--- src/rtl/vga_sync_ctrl_if.sv ---
// Raster/pixel bundle between the VGA timing generator and the pixel selector / DAC pins.
// The master side drives the raster position, the syncs and the colour; the slave side returns rgb_in.
interface vga_sync_ctrl_if;
  logic [7:0] rgb_in;
  logic [9:0] x_ptr;
  logic [9:0] y_ptr;
  logic       pix_en;
  logic       hsync;
  logic       vsync;
  logic       video_on;
  logic [2:0] red;
  logic [2:0] green;
  logic [1:0] blue;
  logic       frame_tick;

  modport master (
    input  rgb_in,
    output x_ptr, y_ptr, pix_en, hsync, vsync, video_on,
    output red, green, blue, frame_tick
  );

  modport slave (
    output rgb_in,
    input  x_ptr, y_ptr, pix_en, hsync, vsync, video_on,
    input  red, green, blue, frame_tick
  );
endinterface

--- src/rtl/vga_sync_ctrl.sv ---
// VGA raster timing generator. It owns the pixel position and registers the returned colour
// together with the syncs, so that colour and sync change on the same pixel boundary.
module vga_sync_ctrl #(
  parameter int DIV       = 4,
  parameter int H_VISIBLE = 640,
  parameter int H_FP      = 16,
  parameter int H_SYNC    = 96,
  parameter int H_BP      = 48,
  parameter int V_VISIBLE = 480,
  parameter int V_FP      = 10,
  parameter int V_SYNC    = 2,
  parameter int V_BP      = 33
) (
  input  logic            clk,
  input  logic            rst_n,
  vga_sync_ctrl_if.master vga
);

  localparam int H_TOTAL = H_VISIBLE + H_FP + H_SYNC + H_BP;
  localparam int V_TOTAL = V_VISIBLE + V_FP + V_SYNC + V_BP;
  localparam int DIV_W   = (DIV > 1) ? $clog2(DIV) : 1;

  localparam logic [DIV_W-1:0] DIV_LAST = DIV_W'(DIV - 1);
  localparam logic [9:0] H_LAST   = 10'(H_TOTAL - 1);
  localparam logic [9:0] V_LAST   = 10'(V_TOTAL - 1);
  localparam logic [9:0] H_VIS    = 10'(H_VISIBLE);
  localparam logic [9:0] V_VIS    = 10'(V_VISIBLE);
  localparam logic [9:0] HS_START = 10'(H_VISIBLE + H_FP);
  localparam logic [9:0] HS_END   = 10'(H_VISIBLE + H_FP + H_SYNC);
  localparam logic [9:0] VS_START = 10'(V_VISIBLE + V_FP);
  localparam logic [9:0] VS_END   = 10'(V_VISIBLE + V_FP + V_SYNC);

  logic [DIV_W-1:0] div_q, div_d;
  logic [9:0]       h_q, h_d;
  logic [9:0]       v_q, v_d;
  logic             hsync_q, hsync_d;
  logic             vsync_q, vsync_d;
  logic             von_q, von_d;
  logic [7:0]       rgb_q, rgb_d;

  logic pix_en;
  logic h_last;
  logic v_last;
  logic vis;

  // pix_en is a pure decode of the divider register, so it never glitches on inputs.
  assign pix_en = (div_q == DIV_LAST);
  assign h_last = (h_q == H_LAST);
  assign v_last = (v_q == V_LAST);
  assign vis    = (h_q < H_VIS) && (v_q < V_VIS);

  always_comb begin
    div_d   = (div_q == DIV_LAST) ? '0 : div_q + 1'b1;
    h_d     = h_q;
    v_d     = v_q;
    hsync_d = hsync_q;
    vsync_d = vsync_q;
    von_d   = von_q;
    rgb_d   = rgb_q;

    if (pix_en) begin
      if (h_last) begin
        h_d = '0;
        v_d = v_last ? '0 : v_q + 1'b1;
      end else begin
        h_d = h_q + 1'b1;
      end

      // Output stage samples the pre-increment position: one pixel period of latency.
      hsync_d = !((h_q >= HS_START) && (h_q < HS_END));
      vsync_d = !((v_q >= VS_START) && (v_q < VS_END));
      von_d   = vis;
      rgb_d   = vis ? vga.rgb_in : 8'h00;
    end
  end

  always_ff @(posedge clk or negedge rst_n) begin
    if (!rst_n) begin
      div_q   <= '0;
      h_q     <= '0;
      v_q     <= '0;
      hsync_q <= 1'b1;
      vsync_q <= 1'b1;
      von_q   <= 1'b0;
      rgb_q   <= 8'h00;
    end else begin
      div_q   <= div_d;
      h_q     <= h_d;
      v_q     <= v_d;
      hsync_q <= hsync_d;
      vsync_q <= vsync_d;
      von_q   <= von_d;
      rgb_q   <= rgb_d;
    end
  end

  assign vga.x_ptr      = h_q;
  assign vga.y_ptr      = v_q;
  assign vga.pix_en     = pix_en;
  assign vga.hsync      = hsync_q;
  assign vga.vsync      = vsync_q;
  assign vga.video_on   = von_q;
  assign vga.red        = rgb_q[7:5];
  assign vga.green      = rgb_q[4:2];
  assign vga.blue       = rgb_q[1:0];
  assign vga.frame_tick = pix_en && h_last && v_last;

endmodule
--- src/flat_wrapper.sv ---
// flat-port wrapper written by rule: the top's interface ports become plain ports
module vga_sync_ctrl_flat 
#(
  parameter int DIV       = 4,
  parameter int H_VISIBLE = 640,
  parameter int H_FP      = 16,
  parameter int H_SYNC    = 96,
  parameter int H_BP      = 48,
  parameter int V_VISIBLE = 480,
  parameter int V_FP      = 10,
  parameter int V_SYNC    = 2,
  parameter int V_BP      = 33
)
  (clk, rst_n, vga_rgb_in, vga_x_ptr, vga_y_ptr, vga_pix_en, vga_hsync, vga_vsync, vga_video_on, vga_red, vga_green, vga_blue, vga_frame_tick);
  vga_sync_ctrl_if vga_i ();
  input  logic clk;
  input  logic rst_n;
  input wire logic [$bits(vga_i.rgb_in)-1:0] vga_rgb_in;
  output wire logic [$bits(vga_i.x_ptr)-1:0] vga_x_ptr;
  output wire logic [$bits(vga_i.y_ptr)-1:0] vga_y_ptr;
  output wire logic [$bits(vga_i.pix_en)-1:0] vga_pix_en;
  output wire logic [$bits(vga_i.hsync)-1:0] vga_hsync;
  output wire logic [$bits(vga_i.vsync)-1:0] vga_vsync;
  output wire logic [$bits(vga_i.video_on)-1:0] vga_video_on;
  output wire logic [$bits(vga_i.red)-1:0] vga_red;
  output wire logic [$bits(vga_i.green)-1:0] vga_green;
  output wire logic [$bits(vga_i.blue)-1:0] vga_blue;
  output wire logic [$bits(vga_i.frame_tick)-1:0] vga_frame_tick;
  assign vga_i.rgb_in = vga_rgb_in;
  assign vga_x_ptr = vga_i.x_ptr;
  assign vga_y_ptr = vga_i.y_ptr;
  assign vga_pix_en = vga_i.pix_en;
  assign vga_hsync = vga_i.hsync;
  assign vga_vsync = vga_i.vsync;
  assign vga_video_on = vga_i.video_on;
  assign vga_red = vga_i.red;
  assign vga_green = vga_i.green;
  assign vga_blue = vga_i.blue;
  assign vga_frame_tick = vga_i.frame_tick;
  vga_sync_ctrl #(.DIV(DIV), .H_VISIBLE(H_VISIBLE), .H_FP(H_FP), .H_SYNC(H_SYNC), .H_BP(H_BP), .V_VISIBLE(V_VISIBLE), .V_FP(V_FP), .V_SYNC(V_SYNC), .V_BP(V_BP)) u_core (.clk(clk), .rst_n(rst_n), .vga(vga_i));
endmodule
--- config.mk ---
export PLATFORM = sky130hd
export DESIGN_NAME = vga_sync_ctrl_flat
export DESIGN_NICKNAME = d
export VERILOG_FILES = /design/src/rtl/vga_sync_ctrl_if.sv /design/src/rtl/vga_sync_ctrl.sv /design/src/flat_wrapper.sv
export SDC_FILE = /design/constraint.sdc
export NUM_CORES = 1
export LEC_CHECK = 0
export ABC_CLOCK_PERIOD_IN_PS = 2400
export CAP_MARGIN = 20
export CORE_MARGIN = 4
export CORE_UTILIZATION = 53
export CTS_BUF_LIST = sky130_fd_sc_hd__clkbuf_8
export CTS_CLUSTER_DIAMETER = 150
export DETAILED_ROUTE_END_ITERATION = 7
export HOLD_SLACK_MARGIN = 0.08
export PLACE_DENSITY = 0.87
export SYNTH_ARGS = -nofsm -noshare
export SYNTH_HDL_FRONTEND = slang
export SYNTH_SLANG_ARGS = --single-unit
export TNS_END_PERCENT = 10
--- constraint.sdc ---
create_clock -name clk -period 2.4 [get_ports clk]
set_input_delay 0.24 -clock clk [delete_from_list [all_inputs] [get_ports clk]]
set_output_delay 0.24 -clock clk [all_outputs]
set_load 0.02 [all_outputs]
==> impl_metrics.ini <==
[route]
first_pass_iters = 4
antenna_left = 0
drc = 0
drt-total-wl_um = 3673
vias = 1276
vias_per_cell = 5.774
wire_per_inst_um = 16.62
drtIter0Drc = 55

[floorplan]
rows = 19
start_util_pct = 55.67
die_w_um = 61.82
die_h_um = 61.82
die-area_um2 = 3822
ios = 43
coreArea_um2 = 2758

[sta]
setup_viol = 0
hold_violations = 0
rsz0062_at_grt = false
skew_ns = 0.005405
timing.fmax_mhz = 441.7
min_period_ns = 2.264
tightestPinTransition_ns = 0.5098
tns_ns = 0
max_slew_margin_pct = 65.83
period_share_pct = 94.33
drv_slew = 0
fin_ws_ns = 0.1361
timing.hold.ws_ns = 0.3617

[yosys]
yosysTopAreaCellShare_pct = 50.53
ys_seq_area_share_pct = 53.95
yosys_register_bits = 33
synth.most_common_cell = dfrtp_1
synth_cell_types = 35
syn_area_um2 = 1535
synth_area_leaders = dfrtp_1, a22o_1, xnor2_1
synth.avg_cell_area_um2 = 10.97
synthArstFlopShare_pct = 100.0
netlist_instances = 140
yosys.area.top_type = dfrtp_1
synth_common_cells = dfrtp_1, nor2_1, nand2_1, nand3_1
synth_warnings = 0
synth_edf_count = 0
synth_flop_cell = dfrtp_1
synth_nets = 155

[clock_tree]
clkTransAtPathRegs_ns = 0.06
htree_num_levels = 2
cts_buffers = 5
post-cts-setup-buffers = 0
cts_tree = built
clock-sinks = 33
postCtsHoldBufs = 0
clk_latency_ns = 0.28
clockBufferDepth = 2
root_buffer = clkbuf_8

[critical_path]
cp.arrival_ns = 2.02
reg2regPathDepth = 6
critPathSlowestCell = dfrtp_1
crit_fanout = 5
critPathMaxStageDelay_ns = 0.43
reg2reg_from = u_core.div_q[0]$_DFF_PN0_
worstPathRequired_ns = 2.16
startpoint = u_core.vga.y_ptr[1]$_DFFE_PN0P_
critPathKind = register to primary output
path_cells = inv_1 -> ha_1 -> nor4bb_1 -> nand4_1 -> nor2_1 -> dlygate4sd2_1
cp-end-kind = primary output
timing.rr.end = u_core.vga.y_ptr[6]$_DFFE_PN0P_
start_kind = register
r2r_slack_ns = 0.41

[global_routing]
track_usage_pct = 22.05
grt_start_max_net_pins = 34
grt_pass1_vias = 1233
antenna_found_initial = 0
grt_first_pass_wirelength_um = 6016
overflow = 0

[place]
dp_hpwl_um = 2730
gp_congestion = 0.8727
pre_cts_ws_ns = 0.2363
io_buffers = 42

[pwr]
finalPower_mw = 1.000
power_density_nw_per_um2 = 480.0
max-vdd-ir-drop_v = 0.0005216
p_leak_nw = 0.8759

[layout]
antenna_cells = 0
final_nets = 204
multi_input_area_um2 = 675.6
final.fill_count = 193
regArea_um2 = 828.3
layout-drive-gt1-share_pct = 6.842
area_growth_pct = 35.70

[outcome]
outcome = finished, final reports clean

[flow_run]
cap_violations = 0

[min_path]
hold_class = input port to asynchronous set/reset pin
## kinds of logic after synthesis
logic type,Yosys count,share of synthesized area (%)
AND/OR/NAND/NOR,59,22.98
adder cells (fa/ha/maj),5,4.075
buffers and inverters,8,2.036
AO/OA/AOI/OAI,22,9.536
XOR/XNOR,13,7.417
flip-flops,33,53.95
## critical path: cells and delay by family, from the launching register on
family                     cells  cell delay [ns]
and+or+nand+nor                3             0.64
buffers and inverters          2             0.54
DFF                            1             0.43
adders and majority gates      1             0.14
## cell usage in the layout (no fill, tap or decap), types with 6 or more instances in the layout
cell type / synthesis / layout
o21ai_0: 7 / 7
xnor2_1: 8 / 8
nand3_1: 9 / 9
inv_1: 4 / 7
nand4_1: 6 / 6
a22o_1: 8 / 8
dfrtp_1: 31 / 31
nor2_1: 10 / 10
clkdlybuf4s50_1: 0 / 41
nand2_1: 9 / 9
## per-stage QoR
stage                     utilization, %  area (µm²)  std cells
after floorplan                        -        1535        140
after global placement             72.69        2004        213
after detailed placement           72.69        2004        213
after CTS                          75.54        2083        221
after global routing               75.54        2083        221
final                              75.54        2083        221
## what timing repair did
item,CTS,global route
endpoints found under the hold margin,0,0
gates resized for setup,1,0
endpoints found under the setup margin,1,0
## worst max-delay path by stage
stage | slack (ns) | endpoint | cells after the start
global placement | 0.40 | vga_frame_tick | 5
finish | 0.14 | vga_frame_tick | 6
global route | 0.008 | vga_frame_tick | 6
detailed placement | 0.24 | vga_frame_tick | 6
floorplan | 0.62 | u_core.vga.y_ptr[9]$_DFFE_PN0P_ | 5
CTS | 0.21 | vga_frame_tick | 6
## sequential cells by signal, summed over array words and instances (netlist names)
signal,flops
u_core.div_q,2
u_core.rgb_q,8
u_core.vga.hsync,1
u_core.vga.video_on,1
u_core.vga.vsync,1
u_core.vga.x_ptr,10
u_core.vga.y_ptr,10
## power breakdown
part | leakage (nW) | switching [mW] | internal [mW]
logic | 0.408 | 0.0256 | 0.0308
registers | 0.416 | 0.00403 | 0.564
clock network | 0.0519 | 0.183 | 0.193
total | 0.876 | 0.213 | 0.787
## per-layer routing
| layer | GRT usage, % | vias to the layer above | routed length [µm] |
|---|---|---|---|
| li1 | - | 606 | - |
| met1 | 30.26 | 621 | 1641 |
| met2 | 33.18 | 41 | 1817 |
| met3 | 6.818 | 8 | 145 |
| met4 | 7.576 | 0 | 69 |
| met5 | 0 | - | 0 |
## cell type report
type / count / area share [%]
clock buffer: 5 / 3.303
clock inverter: 3 / 0.5405
inverter: 5 / 0.9009
multi-input combinational: 99 / 32.43
sequential: 33 / 39.76
tap: 31 / 1.862
timing repair buffer: 45 / 21.20
No activity file was read; power rests on OpenSTA's default activity.
